<file path="config.mk">
export PLATFORM = sky130hd
export DESIGN_NAME = fft_peak_detect
export DESIGN_NICKNAME = d
export VERILOG_FILES = /design/src/rtl/tuner_pkg.sv /design/src/rtl/fft_mag_est.sv /design/src/rtl/fft_peak_detect.sv
export SDC_FILE = /design/constraint.sdc
export NUM_CORES = 1
export LEC_CHECK = 0
export BUFFER_PORTS_ARGS = -buffer_cell sky130_fd_sc_hd__buf_2
export CAP_MARGIN = 30
export CORE_UTILIZATION = 52
export CTS_BUF_LIST = sky130_fd_sc_hd__clkbuf_16
export DETAILED_ROUTE_END_ITERATION = 8
export GPL_TIMING_DRIVEN = 0
export MAX_ROUTING_LAYER = met4
export PLACE_DENSITY_LB_ADDON = 0.12
export SLEW_MARGIN = 15
export SYNTH_ARGS = -nofsm -noshare
export SYNTH_HDL_FRONTEND = slang
export SYNTH_SLANG_ARGS = --single-unit
</file>
<file path="constraint.sdc">
create_clock -name clk -period 4.1 [get_ports clk]
set_input_delay 0.615 -clock clk [delete_from_list [all_inputs] [get_ports clk]]
set_output_delay 0.615 -clock clk [all_outputs]
set_load 0.005 [all_outputs]
</file>
<file path="src/rtl/tuner_pkg.sv">
// Shared types and constants for the tuner's spectrum path.
package tuner_pkg;

  localparam int N_FFT = 512;
  localparam int BIN_W = 9;

  // One FFT result word: {re, im}, both signed Q1.15.
  typedef struct packed {
    logic signed [15:0] re;
    logic signed [15:0] im;
  } cplx_t;

  // Unsigned magnitude estimate.
  typedef logic [15:0] mag_t;

  typedef enum logic [1:0] {
    IDLE   = 2'd0,
    SCAN   = 2'd1,
    FLUSH  = 2'd2,
    REPORT = 2'd3
  } peak_state_t;

  // Absolute value of a Q1.15 sample as an unsigned 16-bit value.
  // -32768 negates to the bit pattern 0x8000, which reads as 32768 unsigned.
  function automatic mag_t abs_q15(input logic signed [15:0] v);
    return v[15] ? mag_t'(-v) : mag_t'(v);
  endfunction

endpackage

</file>
<file path="src/rtl/fft_mag_est.sv">
// Two-stage alpha-max-beta-min magnitude estimator.
// Stage 1 takes |re| and |im|; stage 2 forms max + min/2.
// A valid bit and the bin index travel alongside the data.
module fft_mag_est
  import tuner_pkg::*;
#(
  parameter int ADDR_W = BIN_W
) (
  input  logic              clk,
  input  logic              reset,
  input  logic              flush,
  input  logic              in_valid,
  input  cplx_t             in_data,
  input  logic [ADDR_W-1:0] in_bin,
  output logic              out_valid,
  output logic [ADDR_W-1:0] out_bin,
  output mag_t              out_mag
);

  logic              s1_valid;
  logic [ADDR_W-1:0] s1_bin;
  mag_t              s1_a;
  mag_t              s1_b;
  mag_t              mx;
  mag_t              mn;

  // Stage 1: register absolute values of both components.
  // The incoming word always belongs to the current frame, so flush does not
  // gate it; flush only kills words already inside the pipeline.
  always_ff @(posedge clk or negedge reset) begin
    if (!reset) begin
      // NOTE: clocked state is assigned with <= so every register samples
      // the pre-edge values of its inputs, independent of statement order.
      s1_valid <= 1'b0;
      s1_bin   <= '0;
      s1_a     <= '0;
      s1_b     <= '0;
    end else begin
      s1_valid <= in_valid;
      s1_bin   <= in_bin;
      s1_a     <= abs_q15(in_data.re);
      s1_b     <= abs_q15(in_data.im);
    end
  end

  // Select the larger and smaller of the two component magnitudes.
  always_comb begin
    // NOTE: both outputs get a value on every path, so no latch is inferred.
    mx = s1_a;
    mn = s1_b;
    if (s1_b > s1_a) begin
      mx = s1_b;
      mn = s1_a;
    end
  end

  // Stage 2: max + min/2; peaks at 0x8000 + 0x4000, so 16 bits suffice.
  always_ff @(posedge clk or negedge reset) begin
    if (!reset) begin
      out_valid <= 1'b0;
      out_bin   <= '0;
      out_mag   <= '0;
    end else begin
      out_valid <= s1_valid && !flush;
      out_bin   <= s1_bin;
      out_mag   <= mx + (mn >> 1);
    end
  end

endmodule

</file>
<file path="src/rtl/fft_peak_detect.sv">
// Streaming FFT post-processor: registers each result word into the output
// RAM write port and reports the strongest in-band bin once per frame.
module fft_peak_detect
  import tuner_pkg::*;
#(
  parameter int   N       = N_FFT,
  parameter int   ADDR_W  = BIN_W,
  parameter int   MIN_BIN = 1,
  parameter int   MAX_BIN = 255,
  parameter mag_t THRESH  = 16'd64
) (
  input  logic              clk,
  input  logic              reset,
  input  logic              frame_start,
  input  logic              res_valid,
  input  logic [31:0]       res_data,
  output logic              fft_write_en,
  output logic [ADDR_W-1:0] fft_write_addr,
  output logic [31:0]       data_from_fft,
  output logic              peak_valid,
  output logic              peak_found,
  output logic [ADDR_W-1:0] peak_bin,
  output logic [15:0]       peak_mag,
  output logic              busy
);

  localparam logic [ADDR_W-1:0] LAST_BIN = ADDR_W'(N - 1);
  localparam logic [ADDR_W-1:0] LO_BIN   = ADDR_W'(MIN_BIN);
  localparam logic [ADDR_W-1:0] HI_BIN   = ADDR_W'(MAX_BIN);

  peak_state_t       state;
  logic [ADDR_W-1:0] bin_cnt;
  logic [ADDR_W-1:0] cur_bin;
  logic [ADDR_W-1:0] next_bin;
  logic              last_bin;
  logic              frame_active;

  cplx_t             res_word;
  logic              est_valid;
  logic [ADDR_W-1:0] est_bin;
  mag_t              est_mag;

  mag_t              run_mag;
  logic [ADDR_W-1:0] run_bin;
  logic              s3_last;
  mag_t              base_mag;
  logic [ADDR_W-1:0] base_bin;
  logic              take;
  logic              report_now;

  assign res_word = res_data;

  // Bin index of the incoming word; frame_start forces it to bin 0.
  always_comb begin
    cur_bin      = frame_start ? '0 : bin_cnt;
    last_bin     = (cur_bin == LAST_BIN);
    next_bin     = last_bin ? '0 : cur_bin + ADDR_W'(1);
    frame_active = res_valid || (bin_cnt != '0);
  end

  // Bin counter: advances per accepted word, wraps after the last bin.
  always_ff @(posedge clk or negedge reset) begin
    if (!reset) begin
      bin_cnt <= '0;
    end else if (res_valid) begin
      bin_cnt <= next_bin;
    end else if (frame_start) begin
      bin_cnt <= '0;
    end
  end

  // Passthrough to the output RAM write port, one cycle of latency.
  always_ff @(posedge clk or negedge reset) begin
    if (!reset) begin
      fft_write_en   <= 1'b0;
      fft_write_addr <= '0;
      data_from_fft  <= '0;
    end else begin
      fft_write_en   <= res_valid;
      fft_write_addr <= cur_bin;
      data_from_fft  <= res_data;
    end
  end

  fft_mag_est #(
    .ADDR_W (ADDR_W)
  ) u_mag_est (
    .clk       (clk),
    .reset     (reset),
    .flush     (frame_start),
    .in_valid  (res_valid),
    .in_data   (res_word),
    .in_bin    (cur_bin),
    .out_valid (est_valid),
    .out_bin   (est_bin),
    .out_mag   (est_mag)
  );

  // Stage 3 compare: once the last bin has landed, the running peak is handed
  // to the report registers and the next frame compares against a clean slate.
  always_comb begin
    base_mag   = s3_last ? '0 : run_mag;
    base_bin   = s3_last ? '0 : run_bin;
    take       = est_valid && (est_bin >= LO_BIN) && (est_bin <= HI_BIN) &&
                 (est_mag > base_mag);
    report_now = s3_last && !frame_start;
  end

  // Stage 3 update: strict '>' keeps the lowest bin on a tie.
  always_ff @(posedge clk or negedge reset) begin
    if (!reset) begin
      run_mag <= '0;
      run_bin <= '0;
      s3_last <= 1'b0;
    end else if (frame_start) begin
      run_mag <= '0;
      run_bin <= '0;
      s3_last <= 1'b0;
    end else begin
      run_mag <= take ? est_mag : base_mag;
      run_bin <= take ? est_bin : base_bin;
      s3_last <= est_valid && (est_bin == LAST_BIN);
    end
  end

  // Report registers hold until the next completed frame.
  always_ff @(posedge clk or negedge reset) begin
    if (!reset) begin
      peak_bin   <= '0;
      peak_mag   <= '0;
      peak_found <= 1'b0;
    end else if (report_now) begin
      peak_bin   <= run_bin;
      peak_mag   <= run_mag;
      peak_found <= (run_mag >= THRESH);
    end
  end

  // Frame FSM: sequences scan, drain and report, and drives busy/peak_valid.
  always_ff @(posedge clk or negedge reset) begin
    if (!reset) begin
      state      <= IDLE;
      peak_valid <= 1'b0;
      busy       <= 1'b0;
    end else begin
      peak_valid <= 1'b0;
      if (frame_start) begin
        state <= res_valid ? SCAN : IDLE;
        busy  <= res_valid;
      end else begin
        if (res_valid) begin
          busy <= 1'b1;
        end
        case (state)
          IDLE: begin
            if (res_valid) begin
              state <= last_bin ? FLUSH : SCAN;
            end
          end
          SCAN: begin
            if (res_valid && last_bin) begin
              state <= FLUSH;
            end
          end
          FLUSH: begin
            if (report_now) begin
              state      <= REPORT;
              peak_valid <= 1'b1;
              busy       <= frame_active;
            end
          end
          REPORT: begin
            state <= frame_active ? SCAN : IDLE;
          end
          default: state <= IDLE;
        endcase
      end
    end
  end

endmodule

</file>
==> results of run 1 <==
==> cell usage in the layout, fill, tap and decap left out, types with 8 or more instances in the layout <==
cell       Yosys  final
a21oi_1       20     18
a211oi_1      10      8
clkbuf_16      0     17
o31ai_1       23     23
o311ai_0      15     15
nor2b_1       33     32
clkbuf_1      21     20
nor2_1        25     24
nand2b_1      32     32
ha_1          56     41
xnor2_1       34     34
mux2i_1       14     13
nor4_1        11     10
o21ai_0       31     27
buf_2          3    106
ha_4           0     15
nand3_1       10     10
buf_4          2     21
inv_1         35     33
dfrtp_1      163    162
nand2_1      125    125
==> critical path: cells and delay by family (launching register included) <==
kind | cells | cell delay, ns
simple gates | 3 | 0.61
compound gates | 6 | 1.69
mux | 1 | 0.37
fa+ha+maj | 2 | 0.47
flops | 1 | 0.43
buf+inv | 1 | 0.19
xor+xnor | 1 | 0.21
==> sequential cells by signal, indices dropped and copies added (netlist names) <==
name,count
u_mag_est.s1_valid,1
state,2
s3_last,1
bin_cnt,9
run_bin,9
run_mag,16
u_mag_est.s1_bin,9
data_from_fft,30
peak_valid,1
u_mag_est.out_valid,1
u_mag_est.out_bin,9
u_mag_est.out_mag,16
u_mag_est.s1_b,16
peak_found,1
peak_bin,9
peak_mag,16
busy,1
u_mag_est.s1_a,16
==> synthesized netlist by cell type (10+ instances only) <==
cell        n
o21ai_0    31
nor2_1     25
a21oi_1    20
mux2_1     13
inv_1      35
clkbuf_1   21
nor4_1     11
ha_1       56
xnor2_1    34
nand3_1    10
o31ai_1    23
nand2_1   125
mux2i_1    14
a211oi_1   10
dfrtp_1   163
nor2b_1    33
nand2b_1   32
o311ai_0   15
==> layout make-up <==
type	count	area share (%)
Buffer	28	1.29
Multi-Input combinational cell	536	40.2
Inverter	35	1.33
Clock buffer	17	4.31
Tap cell	188	2.38
Clock inverter	15	1.67
Sequential cell	163	41.4
Timing Repair Buffer	128	7.49
==> path summary, 6_finish.rpt <==
| path | depth (start not counted) | end | start |
|---|---|---|---|
| min in group clk | 1 | data_from_fft[17]$_DFF_PN0_ | res_data[17] |
| worst min register to register | 0 | u_mag_est.out_bin[6]$_DFF_PN0_ | u_mag_est.s1_bin[6]$_DFF_PN0_ |
| worst max-delay path | 14 | u_mag_est.out_mag[15]$_DFF_PN0_ | u_mag_est.s1_b[15]$_DFF_PN0_ |
| worst max register to register | 14 | u_mag_est.out_mag[15]$_DFF_PN0_ | u_mag_est.s1_b[15]$_DFF_PN0_ |
| worst min-delay path | 1 | peak_mag[11]$_DFFE_PN0P_ | reset |
| max in group asynchronous | 2 | u_mag_est.s1_b[15]$_DFF_PN0_ | reset |
==> layer usage <==
metal / up-vias / share of wire, % / GRT usage, %
met3: 24 / 2.7 / 3.53
met1: 2818 / 43 / 26.3
met5: - / 0 / -
met4: 0 / 2.4 / 9.28
li1: 2950 / - / -
met2: 128 / 52 / 39.6
==> cell families (layout without fill, tap and decap cells) <==
logic type	count (synthesis)	in the layout	share of synthesized area, %
adders and majority gates	57	57	8.97
and+or+nand+nor	273	273	16.7
DFF	163	163	50.8
buffers and inverters	64	223	3.32
xor gates and xnor gates	40	40	4.36
muxes	31	31	4.13
AOI/OAI and AO/OA	135	135	11.7
==> timing repair <==
action                     in CTS  in global routing
setup endpoints to repair       8                  3
resized for setup               5                 59
pin swaps                       7                 21
setup buffers                   8                 14
==> power by group <==
part	total, mW	switching, mW	internal (mW)
Combinational	1.57	0.830	0.745
Sequential	1.87	0.107	1.77
Clock	1.56	0.697	0.867
Total	5.01	1.63	3.38
==> summary.md, run 1 <==
| Metric | Value |
|---|---|
| Status | `finished clean` |
| Maxcap violations | `0` |
| Clock buffer depth | `2` |
| Peak VDD IR | `0.346 mV` |
| Row cnt | `45` |
| Total congestion overflow | `0` |
| GRT Util Overall | `22.8%` |
| Critical Path Start Type | `flip-flop` |
| Die area | `15900 µm²` |
| Synth async-reset ratio | `100%` |
| Clock transition at the registers of the reported paths | `0.06 ns` |
| Worst Setup End Kind | `flip-flop` |
| PnR Total Power | `5.01 mW` |
| Clock latency on the worst-skew pair | `0.43 ns` |
| Vias | `5920` |
| Synthesized cell area | `8030 µm²` |
| Primary FF master, synth | `dfrtp_1` |
| Pre-CTS setup slack | `-0.460 ns` |
| Worst path most repeated cell | `ha_4` |
| PD cells | `508 nW/µm²` |
| Number of fill cells | `1196` |
| Die height | `126 µm` |
| Initial antenna violation count | `0` |
| Fmax | `246 MHz` |
| Slowest stage delay, CP | `0.43 ns` |
| # port buffers | `105` |
| Data arrival, critical path | `4.39 ns` |
| Max FO, Critical Path | `6` |
| Core box area | `15100 µm²` |
| Die W | `126 µm` |
| Root Buffer | `clkbuf_16` |
| CP max-delay cell | `dfrtp_2` |
| Layout cells sized above 1 | `23.4%` |
| Distinct cells, synth | `59` |
| Antenna viol nets, final | `0` |
| Synthesized area per cell | `10.5 µm²` |
| Placed cells | `1057` |
| Register Area | `4080 µm²` |
| R2r setup slk | `0.04 ns` |
| Initial DRC count | `206` |
| Vias/cell | `5.33` |
| Worst EP required | `4.43 ns` |
| First-pass GRT wire length | `27700 µm` |
| # IOs | `106` |
| Vias in the first global route | `5931` |
| # setup viols final | `0` |
| Max Slew Vio Count | `0` |
| TritonCTS buffer count | `17` |
| Setup CP Type | `reg2reg` |
| WL/cell | `15.2 µm` |
| Detailed Routing Iterations Pass 1 | `4` |
| Post-synth top area share | `50.8%` |
| Fin util | `65.1%` |
| Post-Syn Instances | `763` |
| Post-DP HPWL | `12700 µm` |
| TritonCTS clock tree | `yes` |
| Slew @ Worst Pin | `0.625 ns` |
| Largest net degree at the start of global routing | `101` |
| Number of synthesized register bits | `163` |
| Tightest Hold Check Type | `in2async` |
| CTS H-Tree Depth | `4` |
| Fin Hold WS | `0.110 ns` |
| Post-route setup slack | `0.0418 ns` |
| Max-slew headroom | `58.0%` |
| Fin cells | `1110` |
| Number of diodes | `0` |
| Fin. Hold Viols | `0` |
| Mapped Nets | `856` |
| Post-Route WL | `16900 µm` |
| Post-layout min period | `4.06 ns` |
| Nets@finish | `1002` |
| CP cell instances | `ha_4, nand4_1, or3_1, a21o_1, a31oi_4, buf_6, mux2_2, ha_4, a211oi_2, nor2_2, o31a_1, a211o_1, a311oi_2, xor2_1` |
| Fin area | `9870 µm²` |
| Setup_tns | `0 ns` |
| Post-place instance area | `8830 µm²` |
| Syn-to-layout area delta | `22.9%` |
| Leading area contributor after synthesis | `dfrtp_1` |
| Synth area leaders | `dfrtp_1 (51%), ha_1 (8.7%), nand2_1 (5.8%), xnor2_1 (3.7%), nor2b_1 (2.6%)` |
| Tcrit/Tclk final | `99.0%` |
| Multi-input logic area | `3960 µm²` |
| Starting Density | `53.0%` |
| Hold_buf cts | `0` |
| Setup Skew | `0.00763 ns` |
| Num Clock Sinks | `163` |
| Leak pwr | `4.69 nW` |
| DR DRC count | `0` |
| EDFF count, synth | `0` |
| Ys Warns | `0` |
| RePlAce Congestion | `0.902` |
| Sequential share of the synthesized area | `50.8%` |
Power figures use the tool's default switching activity.
==> run 2: changes to the inputs <==
--- a/config.mk
+++ b/config.mk
@@ -7,7 +7,7 @@
 export LEC_CHECK = 0
 export BUFFER_PORTS_ARGS = -buffer_cell sky130_fd_sc_hd__buf_2
 export CAP_MARGIN = 30
-export CORE_UTILIZATION = 52
+export CORE_UTILIZATION = 58
 export CTS_BUF_LIST = sky130_fd_sc_hd__clkbuf_16
 export DETAILED_ROUTE_END_ITERATION = 8
 export GPL_TIMING_DRIVEN = 0
==> constraint.sdc (replaced) <==
create_clock -name clk -period 4.6 [get_ports clk]
set_input_delay 0.69 -clock clk [delete_from_list [all_inputs] [get_ports clk]]
set_output_delay 0.69 -clock clk [all_outputs]
set_load 0.005 [all_outputs]
==> run 2 against run 1 <==
Net effect: clock skew increased by 0.0021 ns; critical path depth is 1 higher; core utilization is 5.3 points higher.
==> summary.md, run 2 (synthesized netlist as in run 1, its figures left out) <==
| Metric | Value |
|---|---|
| GRT Util Overall | `25.1% (+2.3 points)` |
| Fin area | `9400 µm² (-4.7%)` |
| Nets@finish | `985 (-1.7%)` |
| Data arrival, critical path | `4.70 ns (+0.31 ns)` |
| Worst EP required | `4.92 ns (+0.49 ns)` |
| Initial antenna violation count | `0 (unchanged)` |
| Num Clock Sinks | `163 (unchanged)` |
| Starting Density | `60.2% (+7.1 points)` |
| Tcrit/Tclk final | `95.3% (-3.7 points)` |
| Commonest non-fill, non-tap cell in the layout | `dfrtp_1` |
| DR DRC count | `0 (unchanged)` |
| Row cnt | `42 (-6.7%)` |
| Setup Skew | `0.00977 ns (+0.00214 ns)` |
| Post-Route WL | `16500 µm (-2.0%)` |
| # setup viols final | `0 (unchanged)` |
| Number of fill cells | `1007 (-16%)` |
| PD cells | `443 nW/µm² (-13%)` |
| Fin. Hold Viols | `0 (unchanged)` |
| Post-DP HPWL | `12800 µm (+1.2%)` |
| Die W | `120 µm (-5.2%)` |
| First-pass GRT wire length | `27500 µm (-0.89%)` |
| Largest net degree at the start of global routing | `97 (-4.0%)` |
| Biggest register | `data_from_fft` |
| Worst Setup End Kind | `flip-flop` |
| Tightest Hold Check Type | `in2async` |
| Max reg flops | `30 (unchanged)` |
| Number of diodes | `0 (unchanged)` |
| Fin util | `70.4% (+5.3 points)` |
| # IOs | `106 (unchanged)` |
| Slew @ Worst Pin | `0.602 ns (-0.0228 ns)` |
| Fmax | `228 MHz (-7.4%)` |
| Hold_buf cts | `0 (unchanged)` |
| Die area | `14300 µm² (-10%)` |
| Status | `finished clean` |
| TritonCTS clock tree | `yes` |
| Detailed Routing Iterations Pass 1 | `4 (unchanged)` |
| Leak pwr | `4.56 nW (-2.8%)` |
| Critical Path Start Type | `flip-flop` |
| Fin cells | `1080 (-2.7%)` |
| Fin Hold WS | `0.202 ns (+0.0924 ns)` |
| Vias | `5904 (-0.27%)` |
| FF-to-FF path depth | `15 (+1)` |
| Clock buffer depth | `2 (unchanged)` |
| Register Area | `4080 µm² (about the same)` |
| Post-layout min period | `4.38 ns (+0.324 ns)` |
| Post-place instance area | `8810 µm² (-0.17%)` |
| Multi-input logic area | `3690 µm² (-6.8%)` |
| Vias/cell | `5.47 (+2.5%)` |
| Setup CP Type | `reg2reg` |
| Max Slew Vio Count | `0 (unchanged)` |
| Clock transition at the registers of the reported paths | `0.06 ns (about the same)` |
| Antenna viol nets, final | `0 (unchanged)` |
| Pre-CTS setup slack | `0.0856 ns (+0.546 ns)` |
| Vias in the first global route | `5896 (-0.59%)` |
| # port buffers | `105 (unchanged)` |
| Maxcap violations | `0 (unchanged)` |
| Total congestion overflow | `0 (unchanged)` |
| Layout cells sized above 1 | `17.9% (-5.5 points)` |
| Initial DRC count | `231 (+12%)` |
| Placed cells | `1045 (-1.1%)` |
| Root Buffer | `clkbuf_16` |
| Most frequent cells in the layout | `dfrtp_1 (163), nand2_1 (125), buf_2 (107)` |
| RePlAce Congestion | `0.831 (-7.8%)` |
| Die height | `120 µm (-5.2%)` |
| Max FO, Critical Path | `10 (+4)` |
| CTS H-Tree Depth | `4 (unchanged)` |
| Syn-to-layout area delta | `17.1%` |
| PnR Total Power | `4.17 mW (-17%)` |
| Core box area | `13300 µm² (-12%)` |
| Peak VDD IR | `0.334 mV (-3.3%)` |
| Max-slew headroom | `59.5% (+1.5 points)` |
| WL/cell | `15.3 µm (+0.72%)` |
| Clock latency on the worst-skew pair | `0.42 ns (about the same)` |
| Setup_tns | `0 ns (unchanged)` |
| TritonCTS buffer count | `17 (unchanged)` |
| Post-route setup slack | `0.218 ns (+0.176 ns)` |
-- run 2: cell types whose count changed in the layout (fill, tap and decap cells not counted), sizes merged --
| cell | change |
|---|---|
| bufinv | -1 |
| clkinvlp | -1 |
| clkinv | +3 |
| inv | -2 |
| clkbuf | -1 |
| buf | -16 |
-- run 2: final timing paths --
check | start | end | slack [ns]
min | reset | run_mag[14]$_DFF_PN0_ | 0.20
max reg2reg | u_mag_est.s1_b[15]$_DFF_PN0_ | u_mag_est.out_mag[15]$_DFF_PN0_ | 0.22
max | u_mag_est.s1_b[15]$_DFF_PN0_ | u_mag_est.out_mag[15]$_DFF_PN0_ | 0.22
max in group asynchronous | reset | bin_cnt[0]$_DFF_PN0_ | 3.57
min in group clk | u_mag_est.s1_bin[7]$_DFF_PN0_ | u_mag_est.out_bin[7]$_DFF_PN0_ | 0.37
min reg2reg | u_mag_est.s1_bin[7]$_DFF_PN0_ | u_mag_est.out_bin[7]$_DFF_PN0_ | 0.37
-- run 2: timing repair --
item	in CTS	in global routing
endpoints found under the setup margin	0	4
setup buffers	0	4
gates resized for setup	0	4
-- run 2: per-layer routing --
metal | wire length, µm | global-route usage, % | up-vias
met3 | 550 | 4.18 | 22
met2 | 8410 | 43.6 | 140
met1 | 7290 | 29.4 | 2817
met5 | 0 | - | -
met4 | 293 | 8.75 | 0
li1 | - | - | 2925
-- run 2: layout make-up --
class / count / share of cell area (%)
Sequential cell: 163 / 43.4
Inverter: 35 / 1.40
Clock inverter: 14 / 1.30
Clock buffer: 17 / 4.52
Buffer: 29 / 1.45
Tap cell: 176 / 2.34
Multi-Input combinational cell: 536 / 39.3
Timing Repair Buffer: 110 / 6.31
-- run 2: where the power goes --
group          switching, mW  leakage (nW)  internal (mW)
registers             0.0918          2.09           1.58
clock network          0.599         0.270          0.707
logic                  0.666          2.20          0.526
total                   1.36          4.56           2.81
-- run 2: worst max-delay path, stage by stage (launching register included) --
cell and delay (ns):
dfrtp_1 0.40, ha_1 0.33, nand4_1 0.21, or3_1 0.43, a21o_1 0.20, a31oi_4 0.28, buf_6 0.21, mux2i_2 0.27
inv_1 0.07, ha_1 0.31, a211oi_2 0.24, nor2_1 0.10, o31a_1 0.34, a211o_1 0.37, a311oi_2 0.27, xor2_1 0.23
